**src/rtl/branch_commit_reporter_pkg.sv**
```systemverilog
// ---------------------------------------------------------------------------
// branch_commit_reporter_pkg
//
// Shared constants and small helpers for the branch commit reporter slice.
//
//   ADDR_WIDTH          default PC / address width
//   BCR_QDEPTH          default update FIFO depth (power of 2, >= 2)
//   BCR_CNT_WIDTH       default statistics counter width
//   BCR_ENTRY_JUMP_BIT  bit position of the resolved direction in an entry
//   BCR_ENTRY_PC_LSB    lowest bit of the PC field in an entry
//
// An update FIFO entry is packed as {pc, jump}: the resolved direction sits
// in bit 0 and the PC occupies the bits above it.
//
// Optional feature macro used by this slice: BRANCH_COMMIT_STATS_EN
// ---------------------------------------------------------------------------
package branch_commit_reporter_pkg;

    localparam int ADDR_WIDTH         = 32;
    localparam int BCR_QDEPTH         = 4;
    localparam int BCR_CNT_WIDTH      = 32;

    localparam int BCR_ENTRY_JUMP_BIT = 0;
    localparam int BCR_ENTRY_PC_LSB   = 1;

    // Width of one packed {pc, jump} entry.
    function automatic int bcr_entry_width(input int addr_w);
        return addr_w + 1;
    endfunction

    // Pointer width for a power-of-2 FIFO; never allowed to collapse to 0.
    function automatic int bcr_ptr_width(input int depth);
        return (depth > 1) ? $clog2(depth) : 1;
    endfunction

    // A direction mispredict is any disagreement between fetch and resolve.
    function automatic logic bcr_is_mispredict(input logic pred_jump,
                                               input logic jump);
        return pred_jump != jump;
    endfunction

endpackage

```
**src/rtl/branch_commit_reporter_if.sv**
```systemverilog
// ---------------------------------------------------------------------------
// branch_commit_reporter_if
//
// Bundles the commit-side and predictor-side signals of the branch commit
// reporter.
//
//   Commit side   : cmt_en, cmt_pc, cmt_pred_jump, cmt_jump, cmt_target,
//                   cmt_ready
//   Update side   : rob_in_en, rob_ain, rob_jump, upd_ready
//   Flush side    : flush_out, redirect_pc
//
// Modports:
//   master - the environment (ROB commit, predictor, fetch)
//   slave  - the reporter block itself
// ---------------------------------------------------------------------------
interface branch_commit_reporter_if #(
    parameter int ADDR_W = 32
);

    logic              cmt_en;
    logic [ADDR_W-1:0] cmt_pc;
    logic              cmt_pred_jump;
    logic              cmt_jump;
    logic [ADDR_W-1:0] cmt_target;
    logic              cmt_ready;

    logic              rob_in_en;
    logic [ADDR_W-1:0] rob_ain;
    logic              rob_jump;
    logic              upd_ready;

    logic              flush_out;
    logic [ADDR_W-1:0] redirect_pc;

    modport master (
        output cmt_en,
        output cmt_pc,
        output cmt_pred_jump,
        output cmt_jump,
        output cmt_target,
        input  cmt_ready,
        input  rob_in_en,
        input  rob_ain,
        input  rob_jump,
        output upd_ready,
        input  flush_out,
        input  redirect_pc
    );

    modport slave (
        input  cmt_en,
        input  cmt_pc,
        input  cmt_pred_jump,
        input  cmt_jump,
        input  cmt_target,
        output cmt_ready,
        output rob_in_en,
        output rob_ain,
        output rob_jump,
        input  upd_ready,
        output flush_out,
        output redirect_pc
    );

endinterface

```
**src/rtl/branch_commit_reporter_fifo.sv**
```systemverilog
// ---------------------------------------------------------------------------
// bcr_fifo
//
// Generic synchronous FIFO used to queue committed branch updates.
//
// Parameters:
//   WIDTH  entry width
//   DEPTH  number of entries, power of 2, at least 2
//
// Ports:
//   clk     system clock
//   rst_in  synchronous reset, active-low (empties the FIFO)
//   rdy_in  global ready; low freezes pointers, occupancy and storage
//   push    write din at the tail (ignored when full)
//   pop     advance the head (ignored when empty)
//   din     write data
//   dout    head entry (only meaningful when !empty)
//   full    occupancy == DEPTH
//   empty   occupancy == 0
// ---------------------------------------------------------------------------
module bcr_fifo
    import branch_commit_reporter_pkg::*;
#(
    parameter int WIDTH = 33,
    parameter int DEPTH = 4
) (
    input  logic             clk,
    input  logic             rst_in,
    input  logic             rdy_in,
    input  logic             push,
    input  logic             pop,
    input  logic [WIDTH-1:0] din,
    output logic [WIDTH-1:0] dout,
    output logic             full,
    output logic             empty
);

    localparam int              PTR_W      = bcr_ptr_width(DEPTH);
    localparam logic [PTR_W:0]  FULL_COUNT = (PTR_W + 1)'(DEPTH);

    logic [WIDTH-1:0] mem [DEPTH];
    logic [PTR_W-1:0] wr_ptr;
    logic [PTR_W-1:0] rd_ptr;
    logic [PTR_W:0]   count;

    logic do_push;
    logic do_pop;

    // Full/empty come from the occupancy counter only, so a same-cycle pop
    // never opens room for a push into a full FIFO.
    assign full    = (count == FULL_COUNT);
    assign empty   = (count == '0);
    assign do_push = push && !full  && rdy_in;
    assign do_pop  = pop  && !empty && rdy_in;
    assign dout    = mem[rd_ptr];

    // Pointers wrap naturally at DEPTH because DEPTH is a power of 2; the
    // extra counter bit is what separates full from empty.
    always_ff @(posedge clk) begin
        if (!rst_in) begin
            wr_ptr <= '0;
            rd_ptr <= '0;
            count  <= '0;
        end else begin
            if (do_push) begin
                wr_ptr <= wr_ptr + 1'b1;
            end
            if (do_pop) begin
                rd_ptr <= rd_ptr + 1'b1;
            end
            case ({do_push, do_pop})
                2'b10:   count <= count + 1'b1;
                2'b01:   count <= count - 1'b1;
                default: count <= count;
            endcase
        end
    end

    // Storage is not reset: an entry is only ever read after it was written.
    always_ff @(posedge clk) begin
        if (rst_in && do_push) begin
            mem[wr_ptr] <= din;
        end
    end

endmodule

```
**src/rtl/branch_commit_reporter.sv**
```systemverilog
// ---------------------------------------------------------------------------
// branch_commit_reporter
//
// Sits between ROB commit and the branch predictor. Each committed
// conditional branch is queued as {pc, resolved direction} and drained into
// the predictor update port one entry per cycle. A direction mispredict on
// an accepted commit raises a one-cycle flush with the corrected fetch PC.
//
// Parameters:
//   ADDR_W  PC / address width
//   QDEPTH  update FIFO depth, power of 2, at least 2
//   CNT_W   statistics counter width (only with BRANCH_COMMIT_STATS_EN)
//
// Ports:
//   clk            system clock
//   rst_in         synchronous reset, active-low
//   rdy_in         global ready; low freezes all state and outputs
//   bus (slave)    commit inputs, cmt_ready, predictor update port
//                  (rob_in_en / rob_ain / rob_jump / upd_ready),
//                  flush_out and redirect_pc
//   stat_branches  accepted commits (BRANCH_COMMIT_STATS_EN only)
//   stat_mispred   accepted mispredicted commits (BRANCH_COMMIT_STATS_EN only)
//
// Optional feature macro: BRANCH_COMMIT_STATS_EN adds saturating counters.
// ---------------------------------------------------------------------------
module branch_commit_reporter
    import branch_commit_reporter_pkg::*;
#(
    parameter int ADDR_W = ADDR_WIDTH,
    parameter int QDEPTH = BCR_QDEPTH
`ifdef BRANCH_COMMIT_STATS_EN
   ,parameter int CNT_W  = BCR_CNT_WIDTH
`endif
) (
    input  logic                       clk,
    input  logic                       rst_in,
    input  logic                       rdy_in,
    branch_commit_reporter_if.slave    bus
`ifdef BRANCH_COMMIT_STATS_EN
   ,output logic [CNT_W-1:0]           stat_branches,
    output logic [CNT_W-1:0]           stat_mispred
`endif
);

    localparam int ENTRY_W = bcr_entry_width(ADDR_W);

    logic [ENTRY_W-1:0] fifo_din;
    logic [ENTRY_W-1:0] fifo_dout;
    logic               fifo_full;
    logic               fifo_empty;

    logic               cmt_accept;
    logic               upd_accept;
    logic               mispredict;
    logic [ADDR_W-1:0]  fallthrough_pc;
    logic [ADDR_W-1:0]  corrected_pc;

    // Handshakes: a commit is taken only with room in the FIFO, an update
    // retires only when the predictor takes it, and both stall on rdy_in.
    assign cmt_accept = bus.cmt_en && !fifo_full && rdy_in;
    assign upd_accept = !fifo_empty && bus.upd_ready && rdy_in;
    assign mispredict = bcr_is_mispredict(bus.cmt_pred_jump, bus.cmt_jump);

    // Pack {pc, jump} using the shared field positions.
    always_comb begin
        fifo_din                                    = '0;
        fifo_din[BCR_ENTRY_JUMP_BIT]                = bus.cmt_jump;
        fifo_din[BCR_ENTRY_PC_LSB +: ADDR_W]        = bus.cmt_pc;
    end

    bcr_fifo #(
        .WIDTH (ENTRY_W),
        .DEPTH (QDEPTH)
    ) u_fifo (
        .clk    (clk),
        .rst_in (rst_in),
        .rdy_in (rdy_in),
        .push   (cmt_accept),
        .pop    (upd_accept),
        .din    (fifo_din),
        .dout   (fifo_dout),
        .full   (fifo_full),
        .empty  (fifo_empty)
    );

    // The head is forced to zero while empty so the update port reads as
    // all-zero after reset instead of exposing stale storage.
    assign bus.cmt_ready = !fifo_full;
    assign bus.rob_in_en = !fifo_empty;
    assign bus.rob_ain   = fifo_empty ? '0
                                      : fifo_dout[BCR_ENTRY_PC_LSB +: ADDR_W];
    assign bus.rob_jump  = fifo_empty ? 1'b0
                                      : fifo_dout[BCR_ENTRY_JUMP_BIT];

    // Taken branches resume at the resolved target, not-taken ones at the
    // next sequential instruction; the add wraps at 2^ADDR_W.
    assign fallthrough_pc = bus.cmt_pc + ADDR_W'(4);
    assign corrected_pc   = bus.cmt_jump ? bus.cmt_target : fallthrough_pc;

    // Flush is a registered one-cycle pulse. redirect_pc only loads on a
    // mispredict so it keeps the last corrected PC afterwards. The FIFO is
    // intentionally left alone: queued entries are committed and still need
    // to train the predictor.
    always_ff @(posedge clk) begin
        if (!rst_in) begin
            bus.flush_out   <= 1'b0;
            bus.redirect_pc <= '0;
        end else if (rdy_in) begin
            bus.flush_out <= cmt_accept && mispredict;
            if (cmt_accept && mispredict) begin
                bus.redirect_pc <= corrected_pc;
            end
        end
    end

`ifdef BRANCH_COMMIT_STATS_EN
    // Saturating statistics; they stop at all-ones rather than wrapping.
    always_ff @(posedge clk) begin
        if (!rst_in) begin
            stat_branches <= '0;
            stat_mispred  <= '0;
        end else if (rdy_in && cmt_accept) begin
            if (stat_branches != '1) begin
                stat_branches <= stat_branches + 1'b1;
            end
            if (mispredict && (stat_mispred != '1)) begin
                stat_mispred <= stat_mispred + 1'b1;
            end
        end
    end
`endif

endmodule

```
**src/flat_wrapper.sv**
```systemverilog
// flat-port wrapper written by rule: the top's interface ports become plain ports
module branch_commit_reporter_flat import branch_commit_reporter_pkg::*;
#(
    parameter int ADDR_W = ADDR_WIDTH,
    parameter int QDEPTH = BCR_QDEPTH

)
  (clk, rst_in, rdy_in, bus_cmt_en, bus_cmt_pc, bus_cmt_pred_jump, bus_cmt_jump, bus_cmt_target, bus_cmt_ready, bus_rob_in_en, bus_rob_ain, bus_rob_jump, bus_upd_ready, bus_flush_out, bus_redirect_pc);
  branch_commit_reporter_if #(.ADDR_W(ADDR_W)) bus_i ();
  input  logic clk;
  input  logic rst_in;
  input  logic rdy_in;
  input wire logic [$bits(bus_i.cmt_en)-1:0] bus_cmt_en;
  input wire logic [$bits(bus_i.cmt_pc)-1:0] bus_cmt_pc;
  input wire logic [$bits(bus_i.cmt_pred_jump)-1:0] bus_cmt_pred_jump;
  input wire logic [$bits(bus_i.cmt_jump)-1:0] bus_cmt_jump;
  input wire logic [$bits(bus_i.cmt_target)-1:0] bus_cmt_target;
  output wire logic [$bits(bus_i.cmt_ready)-1:0] bus_cmt_ready;
  output wire logic [$bits(bus_i.rob_in_en)-1:0] bus_rob_in_en;
  output wire logic [$bits(bus_i.rob_ain)-1:0] bus_rob_ain;
  output wire logic [$bits(bus_i.rob_jump)-1:0] bus_rob_jump;
  input wire logic [$bits(bus_i.upd_ready)-1:0] bus_upd_ready;
  output wire logic [$bits(bus_i.flush_out)-1:0] bus_flush_out;
  output wire logic [$bits(bus_i.redirect_pc)-1:0] bus_redirect_pc;
  assign bus_i.cmt_en = bus_cmt_en;
  assign bus_i.cmt_pc = bus_cmt_pc;
  assign bus_i.cmt_pred_jump = bus_cmt_pred_jump;
  assign bus_i.cmt_jump = bus_cmt_jump;
  assign bus_i.cmt_target = bus_cmt_target;
  assign bus_cmt_ready = bus_i.cmt_ready;
  assign bus_rob_in_en = bus_i.rob_in_en;
  assign bus_rob_ain = bus_i.rob_ain;
  assign bus_rob_jump = bus_i.rob_jump;
  assign bus_i.upd_ready = bus_upd_ready;
  assign bus_flush_out = bus_i.flush_out;
  assign bus_redirect_pc = bus_i.redirect_pc;
  branch_commit_reporter #(.ADDR_W(ADDR_W), .QDEPTH(QDEPTH)) u_core (.clk(clk), .rst_in(rst_in), .rdy_in(rdy_in), .bus(bus_i));
endmodule
```
**config.mk**
```make
export PLATFORM = sky130hd
export DESIGN_NAME = branch_commit_reporter_flat
export DESIGN_NICKNAME = d
export VERILOG_FILES = /design/src/rtl/branch_commit_reporter_pkg.sv /design/src/rtl/branch_commit_reporter_if.sv /design/src/rtl/branch_commit_reporter_fifo.sv /design/src/rtl/branch_commit_reporter.sv /design/src/flat_wrapper.sv
export SDC_FILE = /design/constraint.sdc
export NUM_CORES = 1
export LEC_CHECK = 0
export CAP_MARGIN = 20
export CORE_UTILIZATION = 56
export DETAILED_ROUTE_END_ITERATION = 10
export PLACE_DENSITY = 0.92
export SYNTH_ARGS = -nofsm -noshare
export SYNTH_HDL_FRONTEND = slang
export SYNTH_SLANG_ARGS = --single-unit
```
**constraint.sdc**
```tcl
create_clock -name clk -period 7 [get_ports clk]
set_input_delay 1.4 -clock clk [delete_from_list [all_inputs] [get_ports clk]]
set_output_delay 1.4 -clock clk [all_outputs]
set_load 0.005 [all_outputs]
```
-- Word level (Yosys, flattened, before mapping)
Memory sizes are Yosys's and may differ from the RTL's. A register that Yosys moved wholly into a read port is not among the register bits.
Cells that the tools add are included.
- logic and storage cells: 38
- output and inout port bits: 68
- input bits: 71
- bits in writable memories: 132
- register bits: 40
- memories kept: 1
- memories (memory ; depth ; bits a word ; rd ports ; clocked after memory_dff ; write ports ; line ; RTL):
    u_core.u_fifo.mem ; 4 ; 33 ; 1 ; 1 ; 1 ; branch_commit_reporter_fifo.sv:41 ; logic [WIDTH-1:0] mem [DEPTH];
- multiplexer cells: 8
- equal/unequal tests: 4
- reductions and logical operators: 15
- $add $sub $neg: 5
- operators by type and width (kind ; count):
    32-bit two-way mux ; 2
    32-bit by 3-bit adder with 32-bit output (second input constant) ; 1
    1-bit logical AND ; 10
    3-bit one-hot mux with 2 select lines ; 1
    2-bit by 1-bit adder with 2-bit output (second input constant) ; 2
    2-bit two-way mux ; 2
    3-bit by 1-bit adder with 3-bit output (second input constant) ; 1
    3-bit equality test (second input constant) ; 1
    3-bit zero test ; 1
    1-bit two-way mux ; 3
    3-bit by 1-bit subtractor with 3-bit output (second input constant) ; 1
    2-bit by 1-bit equality test with 1-bit output (second input constant) ; 1
    2-bit equality test (second input constant) ; 1
    1-bit zero test ; 2
    2-bit AND reduction ; 1
    2-bit nonzero test ; 1
    1-bit inequality test ; 1

-- Depth between registers and ports, before layout
- depth in word-level cells: 9
- mapped depth: 11
- gate-level depth less buffers: 10

-- Cells and area by module
From an unflattened synthesis, not the netlist that was laid out.
- cells, all modules: 555
- area, all modules: 7845.0 µm²
- modules (own cells, without submodules) (module ; cells an instance ; instances ; area an instance (µm²) ; seq. area each (µm²)):
    bcr_fifo ; 226 ; 1 ; 5307.6 ; 4144.0
    branch_commit_reporter ; 329 ; 1 ; 2537.4 ; 660.6

-- Worst setup path after synthesis
No wires, ideal clock.
- kind: input port to flip-flop
- start: in rdy_in
- end: mem u_core.u_fifo.mem[0][0], enable pin
- buffers on the path: 2
- library setup time: 0.393 ns
- arrival time: 2.913 ns
- required time: 6.607 ns
- path slack: 3.694 ns
- stages: 4
- cell sequence: clkbuf_1 > and3_1 > clkbuf_1 > and3_1
- cells in the longest elaborated chain, start to end: 6
- RTL lines (element ; line ; RTL):
    start, declared ; flat_wrapper.sv:12 ; input logic rdy_in;
    1-bit logical AND ; branch_commit_reporter.sv:60 ; assign cmt_accept = bus.cmt_en && !fifo_full && rdy_in;
    1-bit logical AND ; branch_commit_reporter_fifo.sv:53 ; assign do_push = push && !full && rdy_in;
    1-bit logical AND * ; branch_commit_reporter_fifo.sv:53 ;
    1-bit logical AND * ; branch_commit_reporter_fifo.sv:81 ; if (rst_in && do_push) begin
    1-bit two-way mux * ; branch_commit_reporter_fifo.sv:81 ;
    1-bit two-way mux (implied by the code) * ; branch_commit_reporter_fifo.sv:82 ; mem[wr_ptr] <= din;
    end, declared ; branch_commit_reporter_fifo.sv:41 ;
Every way passes the cells marked *; elsewhere a longest branch is shown, timed or not.

-- Final worst setup path
- start: reg u_core.u_fifo.count[2]
- end: out bus_cmt_ready
- cells in the longest elaborated chain, start to end: 2
- RTL lines (element ; line ; RTL):
    start, declared ; branch_commit_reporter_fifo.sv:44 ; logic [PTR_W:0] count;
    start signal, assigned ; branch_commit_reporter_fifo.sv:72 ; 2'b10: count <= count + 1'b1;
    start signal, assigned ; branch_commit_reporter_fifo.sv:73 ; 2'b01: count <= count - 1'b1;
    start signal, assigned ; branch_commit_reporter_fifo.sv:74 ; default: count <= count;
    3-bit equality test ; branch_commit_reporter_fifo.sv:51 ; assign full = (count == FULL_COUNT);
    1-bit zero test ; branch_commit_reporter.sv:88 ; assign bus.cmt_ready = !fifo_full;
    end, declared ; flat_wrapper.sv:18 ; output wire logic [$bits(bus_i.cmt_ready)-1:0] bus_cmt_ready;
Every way passes these cells.

==> run metrics <==
fmax 0.237 GHz; initial antenna violation count 0; Placement Setup Slack 2.67 ns; DR vias/cell 6.44; worst path buffer plus inverter count 2; Max clock buf depth 2; clk_lat worst skew 0.43 ns; Most used DFF post-synth edfxtp_1; layout cells sized above 1 10.7%; pwr dens 235 nW/um^2; Cell Chain, Critical Path nor3b_4 > clkinv_1 > clkdlybuf4s50_1; grt peak-use layer met2; CP arrival 2.81 ns; flops & latches, synth 174; RSZ-0062 raised after global routing false; Net Sw Frac 23.3%; Flop pwr share 49.2%; synth warn 0; Tightest Hold Check Type reg2reg; Core Area 13,800 um^2; # DRC 0; first-pass GRT wire length 31,800 um; Min Hold Slack 0.485 ns; Layout area overhead 25.9%; Startpoint Class flop; Max-Cap Viols 0; Synth Area in XOR/XNOR 1.22%; Worst Clk Skew 0.00716 ns; switching power total 0.000543 W; main combinational cell family by area after synthesis simple AND/OR/NAND/NOR gates; Crit Path Class reg2out; register area share after synthesis 60.9%; GRT met2 Usage 46.2%; H-tree levels 4; vias in the first global route 5,569; Die Wd 121 um; clock root buffer master clkbuf_16; required time worst endpoint 5.60 ns; Die H 121 um; Leakage 3.27 nW; critical path endpoint category output port; via count 5,791; met3 usage 5.00%; Critical Path Slowest Stage Cell nor3b_4; setup TNS 0 ns; ys async rst share 0%; Compound-Gate Fraction of Synth Area 8.91%; CP delay by family, top buffers and inverters; Slowest Stage Delay on Critical Path 0.75 ns; setup slack after layout 2.79 ns; setup bufs post-CTS 0; largest area contributor in the netlist edfxtp_1; Yosys top cell area share 50.3%; IO buf count 138; Sink Count 174; Power Total 0.00233 W; Min Clock Period, post-route 4.21 ns; status finished, final reports clean; final antenna-violating net count 0; largest cells by area after synthesis edfxtp_1, dfxtp_1, mux4_2, and2_1, clkbuf_1; cell-internal power 0.00179 W; Syn Inst Count 583; Layout Nets 785; DR WL/cell 22.5 um; Iteration-0 DRC Markers 824; Tot GR Track Use 29.5%; period utilisation layout 60.2%; number of gates resized after cts 0; first-pass detailed-route iteration total 5; worst-margin pin slew 0.943 ns; Overflow after GRT 0; final hold violation count 0; clk slew on worst S/H paths 0.06 ns; gp weighted congestion 0.925; Starting Density 57.0%; combinational share of power 14.0%; fin. max-slew vios 0; Rows 43; post-DP HPWL 13,400 um; Adder-Cell Fraction of Synth Area 1.21%; die area 14,600 um^2; Synth Area in Simple Gates 14.7%; number of I/O pins 139; CTS Hold Buffers Added 0; top fanout value on the critical path 18; Post-synth EDFFs 132; CTS tree yes; area of the mapped netlist 7890 um^2; Yosys cell types 56; clock share of power 36.8%; final setup fails 0; number of buffers created by CTS 17; largest net degree at the start of global routing 50; Mean Syn Cell Area 13.5 um^2; maximum VDD drop 0.157 mV; n_diodes 0; post-synthesis mux area share 10.3%; Routed WL 20,300 um; Rel. slew slack 36.9%; Mapped Nets 661; M1 GR Usage 42.0%
==> kinds of logic after synthesis <==
| family | Yosys count |
|---|---|
| compound gates | 93 |
| xor+xnor | 11 |
| fa+ha+maj | 7 |
| buf+inv | 56 |
| flops | 174 |
| mux | 40 |
| simple gates | 202 |
==> final timing paths <==
| check | to | depth (start not counted) | start | slack [ns] |
|---|---|---|---|---|
| max | bus_cmt_ready | 3 | u_core.u_fifo.count[2]$_SDFFE_PN0P_ | 2.79 |
| max reg2reg | u_core.u_fifo.count[2]$_SDFFE_PN0P_ | 10 | u_core.u_fifo.count[2]$_SDFFE_PN0P_ | 3.27 |
| min reg2reg | u_core.bus.redirect_pc[5]$_SDFFE_PN0P_ | 2 | u_core.bus.redirect_pc[5]$_SDFFE_PN0P_ | 0.48 |
| min | u_core.bus.redirect_pc[5]$_SDFFE_PN0P_ | 2 | u_core.bus.redirect_pc[5]$_SDFFE_PN0P_ | 0.48 |
==> worst reg2reg max path, delay by kind of cell (launching register included) <==
family | cells | cell delay, ns
AO/OA/AOI/OAI | 1 | 0.15
XOR/XNOR | 1 | 0.16
AND/OR/NAND/NOR | 3 | 1.56
adder cells (fa/ha/maj) | 2 | 0.56
flip-flops | 1 | 0.37
buffers and inverters | 3 | 0.83
==> cells in the final DEF, fill, tap and decap left out, types with 9 or more instances in the layout <==
cell / netlist / routed
clkdlybuf4s50_1: 0 / 138
edfxtp_1: 132 / 132
dfxtp_1: 42 / 41
nand2_1: 36 / 36
and2_1: 34 / 34
mux4_2: 33 / 33
nor2_1: 20 / 20
and3_1: 19 / 19
nor3_1: 19 / 19
clkbuf_16: 0 / 17
o211ai_1: 16 / 16
inv_1: 14 / 14
or4_1: 14 / 14
a21oi_1: 13 / 13
nand3_1: 12 / 12
nand4_1: 12 / 12
a211oi_1: 10 / 10
nor4_1: 9 / 9
==> power by group through the flow <==
stage | logic, W | registers [W] | clock network, W
2_1_floorplan | 0.000144 | 0.00117 | 0
3_3_place_gp | 0.000311 | 0.00117 | 0
3_5_place_dp | 0.000318 | 0.00117 | 0
4_1_cts | 0.000320 | 0.00115 | 0.000866
5_1_grt | 0.000351 | 0.00115 | 0.000903
6_report | 0.000326 | 0.00115 | 0.000858
==> per-stage QoR <==
step	util, %	cells	instance area, um^2
floorplan	-	583	7890
global placement	67.9	867	9390
detailed placement	67.9	867	9390
CTS	71.7	898	9920
global route	71.8	899	9930
finish	71.8	899	9930
==> cell usage after synthesis (7+ instances only) <==
master      n
and3_1     19
or3_1       8
clkbuf_1   36
inv_1      14
nand4_1    12
a21oi_1    13
xnor2_1     8
and2_1     34
nand2_1    36
mux2i_1     7
o211ai_1   16
nand3_1    12
nor3_1     19
dfxtp_1    42
mux4_2     33
a211oi_1   10
or4_1      14
nor4_1      9
edfxtp_1  132
nor2_1     20
==> sequential cells by signal, indices dropped and copies added (netlist names), named ones only <==
signal and cells:
u_core.u_fifo.rd_ptr 2, u_core.u_fifo.wr_ptr 2, u_core.u_fifo.count 3, u_core.bus.flush_out 1, u_core.u_fifo.mem 132, u_core.bus.redirect_pc 32
==> per-layer routing <==
metal	vias to the layer above	share of wire (%)
li1	2561	-
met1	2820	41
met2	368	48
met3	42	8.3
met4	0	2.6
met5	-	0
==> final cells by class <==
class,count,area (um^2)
Tap cell,180,225
Sequential cell,174,4810
Fill cell,892,3890
Timing Repair Buffer,146,1450
Multi-Input combinational cell,353,2870
Inverter,15,56.3
Clock buffer,18,429
Clock inverter,13,101
No activity file was read; power rests on OpenSTA's default activity.
==> RTL change: new RTL, same flow settings <==
Change the package constant `ADDR_WIDTH` from 32 to 64.
--- a/src/rtl/branch_commit_reporter_pkg.sv
+++ b/src/rtl/branch_commit_reporter_pkg.sv
@@ -17,5 +17,5 @@
 package branch_commit_reporter_pkg;
 
-    localparam int ADDR_WIDTH         = 32;
+    localparam int ADDR_WIDTH         = 64;
     localparam int BCR_QDEPTH         = 4;
     localparam int BCR_CNT_WIDTH      = 32;
Ports: changed (resized bus_cmt_pc, bus_cmt_target, bus_redirect_pc and bus_rob_ain); port bits go from 139 to 267. No check against the original RTL was run, so the function may have changed too.
==> RTL change against the unedited design <==
- wire length is 95% higher
- total power rose by 100%
- cell area up 87%
- critical path type unchanged
- synthesized area rose by 83%
- setup slack got worse by 0.43 ns
- global-route usage grew 0.48 points
- sequential cell count increased by 160
- worst hold slack lost 0.023 ns
==> RTL change: results (changes against the unedited design) <==
outcome -> finished clean
input/output buffers -> 266 (+93%)
drt total wl -> 39500 um (+95%)
dpl ws -> 2.35 ns (-0.316 ns)
worst vdd ir -> 0.243 mV (+55%)
slowest stage cell, crit path -> dfxtp_4
number of synthesized flops with an enable pin -> 260 (+97%)
Regs by FF count -> u_core.u_fifo.mem: 260 flops, u_core.bus.redirect_pc: 64 flops, u_core.u_fifo.count: 3 flops
fill count -> 1515 (+70%)
detailed-placement wirelength estimate -> 24200 um (+81%)
number of CTS-inserted buffers -> 34 (+17)
initial antenna violation count -> 5 (+5)
top cells by count, synth -> edfxtp_1 (260), dfxtp_1 (74), and2_1 (72)
Switching Fraction -> 21.9% (-1.4 points)
H-tree levels -> 2 (-2)
largest net degree at the start of global routing -> 66 (+32%)
Clock Path Buffers -> 3 (+1)
number of global-route vias before repair -> 10500 (+88%)
Clock Skew -> 0.0249 ns (+0.0178 ns)
top cells by area, synth -> edfxtp_1 (54%), dfxtp_1 (10%), mux4_2 (10%), and2_1 (3.1%), xor2_1 (2.1%)
Final #Nets -> 1393 (+77%)
Crit Path Max Fanout -> 45 (+27)
CTS root buf -> clkbuf_16
Placer Congestion -> 0.827 (-11%)
Worst-Skew Late Latency -> 0.51 ns (+0.08 ns)
All-Layer GR Usage -> 30.0% (+0.48 points)
critical path's largest stage delay -> 1.00 ns (+0.25 ns)
CP Data Arrival Time -> 3.25 ns (+0.44 ns)
DR pass1 iterations -> 7 (+2)
number of DRC markers in iteration 0 -> 1004 (+22%)
first-pass GRT wire length -> 58800 um (+85%)
Async SR Flop Fraction -> 0% (unchanged)
fraction of layout cells with a size suffix above 1 -> 12.1% (+1.4 points)
average vias per placed instance -> 6.25 (-3.0%)
Distinct cells, synth -> 58 (+3.6%)
GRT Residual Overflow -> 0 (unchanged)
P_leak -> 6.07 nW (+86%)
CTS clk-pin slew, worst paths -> 0.06 ns (about the same)
Least-Margin Pin Slew -> 1.12 ns (+0.174 ns)
register area share after synthesis -> 64.4% (+3.5 points)
syn_nets -> 1145 (+73%)
[RTL change: cell types whose count changed in the layout (fill, tap and decap cells not counted), sizes merged, moves of 15 or more]
| cell | delta |
|---|---|
| clkdlybuf4s50 | +127 |
| a21oi | +46 |
| edfxtp | +128 |
| or4 | -15 |
| o22ai | +20 |
| nand2 | +31 |
| dfxtp | +32 |
| clkbuf | +24 |
| mux4 | +32 |
| xnor2 | +23 |
| and2 | +37 |
| xor2 | +32 |
| nand3 | +25 |
| and3 | +23 |
[RTL change: path summary, 6_finish.rpt]
path	slack [ns]	end	cells after the start	startpoint
setup / recovery	2.35	bus_rob_ain[60]	4	flip-flop
hold / removal	0.46	u_core.bus.redirect_pc[17]	2	u_core.bus.redirect_pc[17]
setup reg to reg	4.11	u_core.u_fifo.count[2]	9	u_core.u_fifo.count[2]
hold reg to reg	0.46	u_core.bus.redirect_pc[17]	2	u_core.bus.redirect_pc[17]
[RTL change: per-stage QoR]
step	utilization (%)	cell area (um2)	std cells	hold WS (ns)	power [mW]
after detailed placement	68.5	17300	1543	0.449	2.82
final	73.5	18600	1610	0.462	4.75
after global placement	68.5	17300	1543	0.437	2.81
after floorplan	-	14400	1003	0.448	2.48
after global routing	73.5	18600	1608	0.470	4.88
after CTS	73.3	18500	1604	0.459	4.76
[RTL change: logic make-up (layout without fill, tap and decap cells)]
logic type / Yosys count / in the layout / synth area share (%)
AOI/OAI and AO/OA: 130 / 130 / 5.27
xor gates and xnor gates: 66 / 66 / 4.01
adders and majority gates: 7 / 7 / 0.659
buffers and inverters: 77 / 350 / 2.42
DFF: 334 / 334 / 64.4
muxes: 70 / 70 / 10.5
other: 0 / 4 / 0
and+or+nand+nor: 319 / 319 / 12.7
[RTL change: layout make-up]
type                       count  area, um2  area share [%]
tap                          330        413            2.22
multi-input combinational    592       4810            25.9
antenna                        4       10.0          0.0539
clock inverter                19        272            1.46
clock buffer                  42        943            5.08
timing repair buffer         276       2780            14.9
inverter                      13       48.8           0.263
sequential                   334       9300            50.1
[RTL change: power groups by stage]
stage               combinational (mW)  clock, mW  sequential (mW)
floorplan                        0.241          0             2.24
global placement                 0.554          0             2.25
detailed placement               0.565          0             2.26
CTS                              0.573       1.97             2.21
global route                     0.610       2.05             2.22
finish                           0.574       1.96             2.21
[RTL change: layer usage]
metal  global-route usage, %  part of all wire, %  vias up
met2                    51.3                   51      628
met5                       0                    0        -
met1                    38.0                   37     4997
met4                    13.3                  3.6        0
li1                        -                    -     4324
met3                    4.41                  7.9      110
[RTL change: worst max-delay path, delay by kind of cell, from the launching register on]
kind,cells,cell delay (ns)
buffers and inverters,2,0.99
multiplexers,1,0.59
flip-flops,1,1.00
AND/OR/NAND/NOR,1,0.17
